`config.mk`:
```
export PLATFORM = sky130hd
export DESIGN_NAME = hello_world_core
export DESIGN_NICKNAME = d
export VERILOG_FILES = /design/src/rtl/hello_world_core.sv
export SDC_FILE = /design/constraint.sdc
export NUM_CORES = 1
export LEC_CHECK = 0
export CAP_MARGIN = 20
export CORE_MARGIN = 4
export CORE_UTILIZATION = 40
export CTS_CLUSTER_DIAMETER = 120
export CTS_CLUSTER_SIZE = 28
export DETAILED_ROUTE_END_ITERATION = 8
export PLACE_DENSITY = 0.75
export SETUP_SLACK_MARGIN = 0.1
export SLEW_MARGIN = 5
export SYNTH_ARGS = -nofsm -noshare
export SYNTH_HDL_FRONTEND = slang
export SYNTH_SLANG_ARGS = --single-unit
export TNS_END_PERCENT = 5
```
`constraint.sdc`:
```
create_clock -name bertaClock -period 2.1 [get_ports bertaClock]
set_input_delay 0.21 -clock bertaClock [delete_from_list [all_inputs] [get_ports bertaClock]]
set_output_delay 0.21 -clock bertaClock [all_outputs]
set_load 0.02 [all_outputs]
```
`src/rtl/hello_world_core.sv`:
```
// Pad-side demo block: 6-bit accumulator of a 3-bit code, delayed code copy,
// per-bit rise pulses and a 1->2->3 sequence detector. All outputs are registered.
module hello_world_core (
    input  logic bertaClock,
    input  logic global_reset,
    input  logic test,
    input  logic x23,
    input  logic x24,
    input  logic x25,
    output logic z0re,
    output logic z1re,
    output logic z2re,
    output logic z3re,
    output logic z4re,
    output logic z5re,
    output logic u34fe,
    output logic u35fe,
    output logic u36fe,
    output logic u37ah,
    output logic u38ah,
    output logic u39ah,
    output logic z50al,
    output logic z51al,
    output logic n44,
    output logic test_o
);

    typedef enum logic [1:0] {
        IDLE = 2'b00,
        S1   = 2'b01,
        S2   = 2'b10,
        HIT  = 2'b11
    } state_t;

    state_t     state;
    state_t     state_nxt;
    logic [2:0] x;
    logic [2:0] x_d;
    logic [2:0] rise;
    logic [5:0] z;
    logic       test_q;

    assign x = {x25, x24, x23};

    // test only holds the accumulator; delay, rise and echo keep running
    always_ff @(posedge bertaClock or negedge global_reset) begin
        if (!global_reset) begin
            z      <= '0;
            x_d    <= '0;
            rise   <= '0;
            test_q <= 1'b0;
        end else begin
            x_d    <= x;
            rise   <= x & ~x_d;
            test_q <= test;
            if (!test) begin
                z <= z + {3'b000, x};
            end
        end
    end

    always_ff @(posedge bertaClock or negedge global_reset) begin
        if (!global_reset) begin
            state <= IDLE;
        end else begin
            state <= state_nxt;
        end
    end

    always_comb begin
        state_nxt = IDLE;
        case (state)
            IDLE: state_nxt = (x == 3'd1) ? S1 : IDLE;
            S1: begin
                if (x == 3'd2)      state_nxt = S2;
                else if (x == 3'd1) state_nxt = S1;
                else                state_nxt = IDLE;
            end
            S2: begin
                if (x == 3'd3)      state_nxt = HIT;
                else if (x == 3'd1) state_nxt = S1;
                else                state_nxt = IDLE;
            end
            HIT:     state_nxt = (x == 3'd1) ? S1 : IDLE;
            default: state_nxt = IDLE;
        endcase
    end

    always_comb begin
        z0re   = z[0];
        z1re   = z[1];
        z2re   = z[2];
        z3re   = z[3];
        z4re   = z[4];
        z5re   = z[5];
        u34fe  = x_d[0];
        u35fe  = x_d[1];
        u36fe  = x_d[2];
        u37ah  = rise[0];
        u38ah  = rise[1];
        u39ah  = rise[2];
        z50al  = ~state[0];
        z51al  = ~state[1];
        n44    = (state == HIT);
        test_o = test_q;
    end

endmodule

```
==> qor.yml <==
logic_synthesis:
  syn_inst: 48
  yosys-top-cells-count: "dfrtp_1, ha_1, nor2b_1"
  ys.flop_type: "dfrtp_1"
  yosysTopAreaCellShare: 0.575
  synth-compound-area-share: 0.0690
  synthDistinctLibCells: 18
  ys_ff_latch: 15
  muxShareOfSynthArea: 0.0498
  synthesis.area_sq_um: 653
  yosysSeqAreaShare: 0.575
  syn_area_per_cell_sq_um: 13.6
  async_flop_share: 1.00
  synth-edff-count: 0
  yosys.area.top_type: "dfrtp_1"
  synth_most_common_cell: "dfrtp_1"
  synthSimpleGateAreaFrac: 0.0900
  synth_top_family_by_area: "adder cells"
  synthXorXnorAreaFrac: 0.0536
  yosysWarnings: 0
  synthTopCellsByArea: "dfrtp_1, ha_1, xnor2_1"
  syn-num-nets: 61
  synthAdderAreaFrac: 0.146
placement:
  port_buffers: 21
  dp.cells: 85
  hpwl_um: 901
  placed_area_sq_um: 883
  place_congestion: 0.730
sta:
  max_freq_ghz: 0.615
  maxSlewHeadroom: 0.577
  layout_min_cycle_time_ns: 1.63
  fin_tns_setup_ns: 0
  grt_setup_unrepaired: "false"
  hold_viol: 0
  setup_violations: 0
  fin_crit_sh: 0.775
  worstMarginPinSlew_ns: 0.633
  clock_skew_ns: 0.00135
  hold_ws_ns: 0.321
  slew_viol_final: 0
routing:
  vias_per_cell: 4.92
  drc_errors: 0
  drtAntennaViolNets: 0
  drt-initial-drc-count: 0
  drt_wl_total_mm: 1.11
  drt-pass1-iter-count: 1
  wire_per_inst_um: 12.5
  num_vias: 438
clock_network:
  clk_pin_slew_ns: 0.09
  cts_tree: "built"
  clkLatencyLatePin_ns: 0.27
  clk_path_buf_depth: 2
  root_buffer: "clkbuf_4"
  cts_made_buffers: 3
  post_cts.repair.setup_buffers: 0
  htreeDepth: 1
  cts-hold-fix-buffers: 0
  clock_sinks: 15
  cts_resized: 0
critical_path:
  slowest_delay_ns: 0.60
  worst-r2r-setup-slack_ns: 0.65
  cp_cell_sequence: "ha_1, clkdlybuf4s50_1"
  critPathBufInv: 1
  required_ns: 1.89
  path_delay_family: "buffers and inverters"
  crit_type: "reg2out"
  critical_path.max_fanout: 3
  worst-endpoint-arrival_ns: 1.42
  cp-start-kind: "register"
  endpoint_kind: "primary output"
  crit_path_top_delay_cell: "clkdlybuf4s50_1"
global_routing:
  antenna_found_initial: 0
  grt_pass1_wl_mm: 2.04
  grt_use_total: 0.108
  grt_pass1_vias: 455
  grt_start_max_net_pins: 16
  grt_overflow: 0
pwr:
  switchingPower_mw: 0.347
  seqPwrFrac: 0.412
  clock_power_share: 0.157
  powerDensity_nw_per_um2: 1100
  p_comb_frac: 0.431
  ir_drop_uv: 750
  p_leak_nw: 0.415
  p_int_mw: 0.659
  p_sw_frac: 0.345
die:
  io_pins: 22
  die_x_um: 48.4
  rows: 14
  die_area_sq_um: 2340
  fp.dieH_um: 48.4
  core_sq_um: 1520
  start_util: 0.429
cells_and_area:
  fillCellCount: 139
  final_cells: 89
  multi_input_area_sq_um: 267
  regArea_sq_um: 375
  drive_above_1_share: 0.0822
  nets: 87
  diodes: 0
  stdcell_area_sq_um: 911
  syn2layout_area_growth_pct: 39.5
status:
  status: "finished, final reports clean"
min_path:
  min_path_type: "in2async"
run:
  max_cap_violations: 0
power groups by stage:
stage / Sequential (mW) / Clock (mW) / Combinational [mW]
5_1_grt: 0.430 / 0.180 / 0.480
4_1_cts: 0.418 / 0.168 / 0.443
3_3_place_gp: 0.420 / 0 / 0.432
3_5_place_dp: 0.420 / 0 / 0.439
2_1_floorplan: 0.496 / 0 / 0.169
6_report: 0.415 / 0.158 / 0.434
cells in the final DEF, fill, tap and decap left out, drive strengths merged:
cell type / instances
clkdlybuf4s50: 21
dfrtp: 15
ha: 6
nor2b: 5
xnor2: 4
inv: 3
clkbuf: 3
nand2: 2
mux2: 2
mux2i: 1
nor3b: 1
nor2: 1
o21bai: 1
and3b: 1
a211o: 1
o2111ai: 1
a21o: 1
o211ai: 1
o21ai: 1
fa: 1
clkinv: 1
worst register-to-register path: stages, from the launching register on:
cell     delay, ns
dfrtp_1       0.40
ha_1          0.21
fa_1          0.40
a21o_1        0.19
nand2_1       0.07
xnor2_1       0.10
worst paths after layout:
check	startpoint	endpoint	cells past startpoint
max	state[1]$_DFF_PN0_	n44	2
min	global_reset	rise[0]$_DFF_PN0_	1
max reg2reg	z[0]$_DFFE_PN0N_	z[4]$_DFFE_PN0N_	5
min reg2reg	x_d[1]$_DFF_PN0_	rise[1]$_DFF_PN0_	1
max in group asynchronous	global_reset	z[5]$_DFFE_PN0N_	1
min in group bertaClock	x_d[1]$_DFF_PN0_	rise[1]$_DFF_PN0_	1
state kept, by name (all words and copies together) (netlist names):
signal	cells
state	2
test_o	1
rise	3
x_d	3
z	6
logic make-up after synthesis:
group,count (synthesis)
compound gates,6
flops,15
buf+inv,3
fa+ha+maj,7
xor+xnor,4
simple gates,10
mux,3
metal layers:
metal,up-vias,track usage,wire (um)
li1,215,-,-
met1,206,0.155,551
met2,17,0.152,473
met3,0,0.0491,87
met4,0,0.0138,0
met5,-,0,0
per-stage QoR:
stage / utilization / setup slack (ns) / total power, mW
after floorplan: - / 0.604 / 0.666
after global placement: 0.580 / 0.315 / 0.852
after detailed placement: 0.580 / 0.264 / 0.859
after CTS: 0.598 / 0.446 / 1.03
after global routing: 0.598 / 0.410 / 1.09
final: 0.598 / 0.473 / 1.01
cell type report:
type | count | area share
Clock buffer | 3 | 0.0247
Timing Repair Buffer | 21 | 0.231
Tap cell | 16 | 0.0220
Sequential cell | 15 | 0.412
Multi-Input combinational cell | 30 | 0.293
Clock inverter | 1 | 0.00549
Inverter | 3 | 0.0124
No activity file was read; power rests on OpenSTA's default activity.
